`src/rtl/sayeh_pkg.sv`:
```
// Shared SAYEH definitions: flag bit positions and the default flag count.
package sayeh_pkg;

   localparam int FLAG_C = 0;
   localparam int FLAG_Z = 1;
   localparam int FLAG_N = 2;
   localparam int FLAG_V = 3;

   localparam int DEFAULT_FLAG_W = 4;

endpackage

```
`src/rtl/sr_lifo.sv`:
```
// Shadow LIFO for the status register: storage array plus occupancy counter.
// The top of stack is entry depth-1. Requests that cannot be honoured
// (write when full, read/exchange when empty) are ignored here; error
// reporting is left to the caller.
module sr_lifo
   import sayeh_pkg::*;
#(
   parameter int WIDTH = DEFAULT_FLAG_W,
   parameter int DEPTH = 4,
   parameter int CNT_W = $clog2(DEPTH + 1)
) (
   input  logic             clk,
   input  logic             rst,
   input  logic             wr,
   input  logic             rd,
   input  logic             xchg,
   input  logic [WIDTH-1:0] din,
   output logic [WIDTH-1:0] dout,
   output logic [CNT_W-1:0] depth,
   output logic             full,
   output logic             empty
);

   localparam int AW = (DEPTH > 1) ? $clog2(DEPTH) : 1;

   logic [WIDTH-1:0] mem_q [DEPTH];
   logic [CNT_W-1:0] depth_q, depth_d;
   logic [AW-1:0]    top_idx, wr_idx;
   logic             push_we, xchg_we;

   assign full    = (depth_q == CNT_W'(DEPTH));
   assign empty   = (depth_q == '0);
   assign top_idx = empty ? '0 : AW'(depth_q - CNT_W'(1));
   assign wr_idx  = AW'(depth_q);
   assign dout    = mem_q[top_idx];
   assign depth   = depth_q;

   assign push_we = !rst && wr && !full;
   assign xchg_we = !rst && xchg && !empty;

   // Occupancy update: saturating increment on write, decrement on read.
   always_comb begin
      depth_d = depth_q;
      if (wr && !full) begin
         depth_d = depth_q + CNT_W'(1);
      end else if (rd && !empty) begin
         depth_d = depth_q - CNT_W'(1);
      end
   end

   // Occupancy register; falling edge to match the datapath.
   always_ff @(negedge clk) begin
      if (rst) begin
         depth_q <= '0;
      end else begin
         depth_q <= depth_d;
      end
   end

   // Storage array, not reset: entries are only visible after being written.
   always_ff @(negedge clk) begin
      if (push_we) begin
         mem_q[wr_idx] <= din;
      end else if (xchg_we) begin
         mem_q[top_idx] <= din;
      end
   end

endmodule

```
`src/rtl/status_flag_stack.sv`:
```
// SAYEH status register with per-bit load/set/reset masks, a shadow LIFO
// for save/restore around interrupts and calls, and sticky overflow and
// underflow error flags. All state changes on the falling clock edge.
module status_flag_stack
   import sayeh_pkg::*;
#(
   parameter  int FLAG_W      = DEFAULT_FLAG_W,
   parameter  int STACK_DEPTH = 4,
   localparam int CNT_W       = $clog2(STACK_DEPTH + 1)
) (
   input  logic              clk,
   input  logic              rst,
   input  logic              sr_load,
   input  logic [FLAG_W-1:0] load_mask,
   input  logic [FLAG_W-1:0] flags_in,
   input  logic [FLAG_W-1:0] set_mask,
   input  logic [FLAG_W-1:0] reset_mask,
   input  logic              push,
   input  logic              pop,
   input  logic              err_clr,
   output logic [FLAG_W-1:0] flags_out,
   output logic [CNT_W-1:0]  depth,
   output logic              full,
   output logic              empty,
   output logic              ovf_err,
   output logic              unf_err
);

   logic [FLAG_W-1:0] flags_q, flags_d, norm_flags, stack_top;
   logic              ovf_q, ovf_d, unf_q, unf_d;
   logic              pop_ok, lifo_wr, lifo_rd, lifo_xchg;

   // A pop only succeeds with something on the stack; push+pop on an empty
   // stack degrades to a plain push (and flags an underflow).
   assign pop_ok    = pop && !empty;
   assign lifo_xchg = push && pop_ok;
   assign lifo_rd   = pop_ok && !push;
   assign lifo_wr   = push && !pop_ok;

   sr_lifo #(
      .WIDTH (FLAG_W),
      .DEPTH (STACK_DEPTH),
      .CNT_W (CNT_W)
   ) u_lifo (
      .clk   (clk),
      .rst   (rst),
      .wr    (lifo_wr),
      .rd    (lifo_rd),
      .xchg  (lifo_xchg),
      .din   (flags_q),
      .dout  (stack_top),
      .depth (depth),
      .full  (full),
      .empty (empty)
   );

   // Flag next state: per-bit load > set > reset > hold, overridden by a
   // successful pop which restores the saved word.
   always_comb begin
      norm_flags = flags_q;
      for (int i = 0; i < FLAG_W; i++) begin
         if (sr_load && load_mask[i]) begin
            norm_flags[i] = flags_in[i];
         end else if (set_mask[i]) begin
            norm_flags[i] = 1'b1;
         end else if (reset_mask[i]) begin
            norm_flags[i] = 1'b0;
         end
      end
      flags_d = pop_ok ? stack_top : norm_flags;
   end

   // Sticky errors: a new error in the same cycle as err_clr keeps the flag set.
   always_comb begin
      ovf_d = (ovf_q && !err_clr) || (push && !pop && full);
      unf_d = (unf_q && !err_clr) || (pop && empty);
   end

   // Flag and error registers.
   always_ff @(negedge clk) begin
      if (rst) begin
         flags_q <= '0;
         ovf_q   <= 1'b0;
         unf_q   <= 1'b0;
      end else begin
         flags_q <= flags_d;
         ovf_q   <= ovf_d;
         unf_q   <= unf_d;
      end
   end

   assign flags_out = flags_q;
   assign ovf_err   = ovf_q;
   assign unf_err   = unf_q;

endmodule

```
`config.mk`:
```
export PLATFORM = sky130hd
export DESIGN_NAME = status_flag_stack
export DESIGN_NICKNAME = d
export VERILOG_FILES = /design/src/rtl/sayeh_pkg.sv /design/src/rtl/sr_lifo.sv /design/src/rtl/status_flag_stack.sv
export SDC_FILE = /design/constraint.sdc
export NUM_CORES = 1
export LEC_CHECK = 0
export ABC_AREA = 1
export BUFFER_PORTS_ARGS = -buffer_cell sky130_fd_sc_hd__buf_2
export CAP_MARGIN = 20
export CORE_ASPECT_RATIO = 1.4
export CORE_MARGIN = 2
export CORE_UTILIZATION = 43
export CTS_BUF_LIST = sky130_fd_sc_hd__clkbuf_4 sky130_fd_sc_hd__clkbuf_8 sky130_fd_sc_hd__clkbuf_16
export CTS_CLUSTER_DIAMETER = 30
export DETAILED_ROUTE_END_ITERATION = 8
export GPL_TIMING_DRIVEN = 1
export MAX_ROUTING_LAYER = met4
export PLACE_DENSITY_LB_ADDON = 0.08
export SLEW_MARGIN = 10
export SYNTH_ARGS = -nofsm -noshare
export SYNTH_HDL_FRONTEND = slang
export SYNTH_HIERARCHICAL = 1
export SYNTH_SLANG_ARGS = --single-unit
export TNS_END_PERCENT = 5
```
`constraint.sdc`:
```
create_clock -name clk -period 3.7 [get_ports clk]
set_clock_uncertainty 0.1 [all_clocks]
set_input_delay 0.925 -clock clk [delete_from_list [all_inputs] [get_ports clk]]
set_output_delay 0.925 -clock clk [all_outputs]
set_load 0.1 [all_outputs]
```
# Word-level counts from Yosys, hierarchy flattened
# Memory sizes are Yosys's and may differ from the RTL's.
# Cells that the tools add are included.
[totals]
register_bits = 9
latchBits = 0
mem_bits_rw = 16
mem_bits_ro = 0
word_cells = 70
n_memories = 1
[op_classes]
n_addsub = 2
multipliers = 0
div = 0
order_cmp = 0
n_eq_ne = 1
n_shift = 0
muxes = 24
n_bitwise = 0
n_reduce_logical = 35
[mem_list]
columns = ["name", "depth", "word_bits", "read_ports", "rd_ports_with_merged_regs", "wr", "line", "text"]
rows = [
  ["u_lifo.mem_q", 4, 4, 1, 0, 1, "sr_lifo.sv:26", "logic [WIDTH-1:0] mem_q [DEPTH];"],
]
[op_table]
columns = ["cell", "count"]
rows = [
  ["$logic_and A1 B1 Y1", 19],
  ["$mux W1", 18],
  ["$reduce_bool A4 Y1", 4],
  ["$mux W4", 2],
  ["$logic_not A1 Y1", 7],
  ["$mux W3", 2],
  ["$mux W2", 2],
  ["$reduce_or A4 Y1", 1],
  ["$add A3 B1 Y3 const B", 1],
  ["$eq A3 B3 Y1 const B", 1],
  ["$logic_not A3 Y1", 1],
  ["$sub A3 B1 Y3 const B", 1],
  ["$logic_or A1 B1 Y1", 2],
  ["$reduce_bool A2 Y1", 1],
]

# Depth between registers and ports, before layout
[depth]
depth_word = 11
mapped_depth = 13
ltp_nobuf = 13

# By module
# Netlist, hierarchy kept.
[modules_own_cells]
columns = ["mod", "instances", "cells_per_inst", "area_per_inst_um2", "seq_area_each_um2"]
rows = [
  ["sr_lifo", 1, 107, 1016.0, 540.5],
  ["status_flag_stack", 1, 67, 391.6, 120.1],
]

==> results.py <==
metrics = {
    "outcome": {
        "status": "finished, violations left",
        "violations": "setup timing",
    },
    "hold_path": {
        "hp-class": "flop to flop",
    },
    "route": {
        "route.detailed.drc": 0,
        "detail-route-antenna-nets": 0,
        "num_vias": 1396,
        "wirelength_um": 3590,
        "drtIter0Drc": 47,
        "wl_per_cell_um": 12.0,
        "viasPerCell": 4.68,
        "drtPass1Iterations": 4,
    },
    "critical_path": {
        "worst-path-max-fanout": 3,
        "crit_arrival_ns": 3.10,
        "slowest_stage": "dfxtp_4",
        "rrSetupSlack_ns": 1.51,
        "path_cells": "inv_4 -> ha_4 -> inv_2 -> nor2_4 -> buf_12",
        "endpoint": "empty",
        "startpoint": "u_lifo/depth[0]",
        "max_stage_delay_ns": 0.34,
        "r2r_end": "u_lifo/mem_q[1][0]",
        "path_delay_family": "flip-flops",
        "timing.rr.start": "u_lifo/depth[0]",
        "startpoint_type": "flop",
        "rr_worst_depth": 13,
        "required_ns": 2.67,
        "path_buf_inv": 3,
        "worstSetupPathType": "flop to output port",
        "cp.depth": 5,
        "endpoint_kind": "output port",
    },
    "power": {
        "powerDensity_nw_per_um2": 741,
        "leakagePower_nw": 1.15,
        "finalPower_mw": 1.63,
        "ir_drop_mv": 0.556,
    },
    "global_route": {
        "grt_pass1_wl_um": 5910,
        "antenna_found_initial": 0,
        "grt_pass1_vias": 1459,
        "grt_use_total": 0.218,
        "grt.overflow.total": 0,
        "grt_max_degree": 18,
    },
    "synthesis": {
        "synth_top_area_frac": 0.341,
        "synth_warnings": 6,
        "syn_area_um2": 1410,
        "synth_common_cells": "42 x nand2_1, 29 x inv_1, 16 x edfxtp_1, 16 x o21ai_1, 12 x a21oi_1",
        "synth_nets": 199,
        "synthSimpleGateAreaFrac": 0.236,
        "ys_types": 19,
        "yosys_register_bits": 25,
        "synth_area_leaders": "edfxtp_1 34%, dfxtp_1 13%, nand2_1 11%",
        "ys_seq_area_frac": 0.469,
        "synth_edf_count": 16,
        "synth.most_common_cell": "nand2_1",
        "synth_compound_area_frac": 0.142,
        "synth_top_area_cell": "edfxtp_1",
        "avgSynthCellArea_um2": 8.09,
        "netlist_instances": 174,
        "ys_dominant_reg_cell": "edfxtp_1",
        "async_flop_share": 0,
        "synthAdderAreaFrac": 0.0267,
        "synth_mux_area_frac": 0,
        "synth_top_family_by_area": "simple AND/OR/NAND/NOR gates",
        "synth-xor-area-share": 0.0124,
    },
    "sta": {
        "fin_hold_ws_ns": 0.379,
        "worst_pin_slew_ns": 0.188,
        "rsz0062_at_grt": "true",
        "fin_ws_ns": -0.423,
        "finalHoldViolations": 0,
        "final-setup-viol-count": 27,
        "relSlewSlack": 0.875,
        "slew_violations": 0,
    },
    "clocking": {
        "cts_setup_buffers": 0,
        "cts_buffer_depth": 2,
        "ctsHoldBuffers": 0,
        "root_buffer": "clkbuf_8",
        "cts.sinks": 25,
        "htreeDepth": 1,
        "cts.reportedPaths.clkPinSlew_ns": 0.03,
        "clock_latency_ns": 0.35,
        "cts_buffers": 3,
        "cts_tree": "done",
    },
    "layout": {
        "area_growth_pct": 56.7,
        "nets": 285,
        "drive_above_1_share": 0.413,
        "antenna-diode-count": 0,
        "n_fill_cell": 258,
    },
    "placement": {
        "port_buffers": 32,
        "dp_hpwl_um": 2850,
        "gp_congestion": 0.980,
        "pre_cts_ws_ns": -0.527,
    },
    "floorplan": {
        "start_util": 0.451,
        "die_h_um": 71.7,
        "num_io_pins": 33,
        "dieWidth_um": 52.4,
        "placementRows": 24,
        "core_area_um2": 3120,
        "die-area_um2": 3750,
    },
    "flow_run": {
        "max_cap_viol_count": 0,
    },
}
==> timing repair <==
item / CTS / global route
pin swaps: 4 / 0
endpoints found under the setup margin: 27 / 27
gates resized for setup: 19 / 4
==> worst min path at each step <==
stage	cells after the start	slack, ns	endpoint	start
after detailed placement	2	0.40	ovf_err	ovf_err
final	2	0.38	unf_err	unf_err
after floorplan	4	0.49	flags_out[0]	u_lifo/mem_q[3][0]
after global placement	2	0.38	unf_err	unf_err
after CTS	2	0.39	ovf_err	ovf_err
after global routing	2	0.40	ovf_err	ovf_err
==> cells in the final DEF, fill, tap and decap left out <==
cell type	count
edfxtp_1	16
nand2_2	6
a21oi_2	6
xnor2_1	2
buf_4	26
buf_12	11
clkbuf_8	3
inv_2	7
o21bai_1	1
inv_4	2
nand2_1	40
nand2_4	4
nand3_2	1
nor2_4	2
clkinvlp_4	1
nand3_4	1
buf_2	19
dfxtp_4	2
a21oi_1	12
nor2_1	6
dfxtp_2	7
ha_4	1
ha_1	2
buf_6	3
nor2_2	2
o21ai_1	15
nand3_1	9
o21ai_2	1
buf_8	2
inv_1	49
==> per-stage QoR <==
| step | util | setup TNS (ns) | instances | area, um^2 |
|---|---|---|---|---|
| CTS | 0.702 | -2.46 | 298 | 2190 |
| floorplan | - | -7.75 | 174 | 1450 |
| finish | 0.706 | -2.64 | 298 | 2210 |
| global route | 0.706 | -3.92 | 298 | 2210 |
| global placement | 0.643 | -8.43 | 271 | 2010 |
| detailed placement | 0.643 | -8.69 | 271 | 2010 |
==> report_power, final <==
group | internal [mW] | switching (mW) | leakage (nW) | total, mW
Combinational | 0.375 | 0.605 | 0.760 | 0.980
Clock | 0.110 | 0.144 | 0.160 | 0.253
Sequential | 0.363 | 0.0375 | 0.225 | 0.400
==> state kept, by name, summed over array words and instances (netlist names) <==
signal        count
u_lifo/mem_q     16
flags_out         4
u_lifo/depth      3
ovf_err           1
unf_err           1
==> tightest hold or removal path, delay by kind of cell (launching register included) <==
family | cells | cell delay (ns)
and+or+nand+nor | 1 | 0.06
AOI/OAI and AO/OA | 1 | 0.05
DFF | 1 | 0.32
==> area by class of cell <==
type | instances | area, um^2 | area share
inverter | 33 | 133 | 0.0601
clock inverter | 26 | 97.6 | 0.0442
timing repair buffer | 61 | 574 | 0.260
multi-input combinational | 111 | 634 | 0.288
clock buffer | 3 | 41.3 | 0.0187
sequential | 25 | 677 | 0.307
tap | 39 | 48.8 | 0.0221
==> layer usage <==
metal,share of wire,track usage,up-vias
li1,-,-,723
met5,0,-,-
met4,0.038,0.128,0
met1,0.35,0.195,620
met3,0.033,0.0521,11
met2,0.58,0.396,42
==> cell families (layout without fill, tap and decap cells) <==
family	count (synthesis)	after routing
AO/OA/AOI/OAI	35	35
XOR/XNOR	2	2
adder cells (fa/ha/maj)	3	3
buffers and inverters	38	123
flip-flops	25	25
AND/OR/NAND/NOR	71	71
Note: power is estimated with default switching activity, not from simulation.
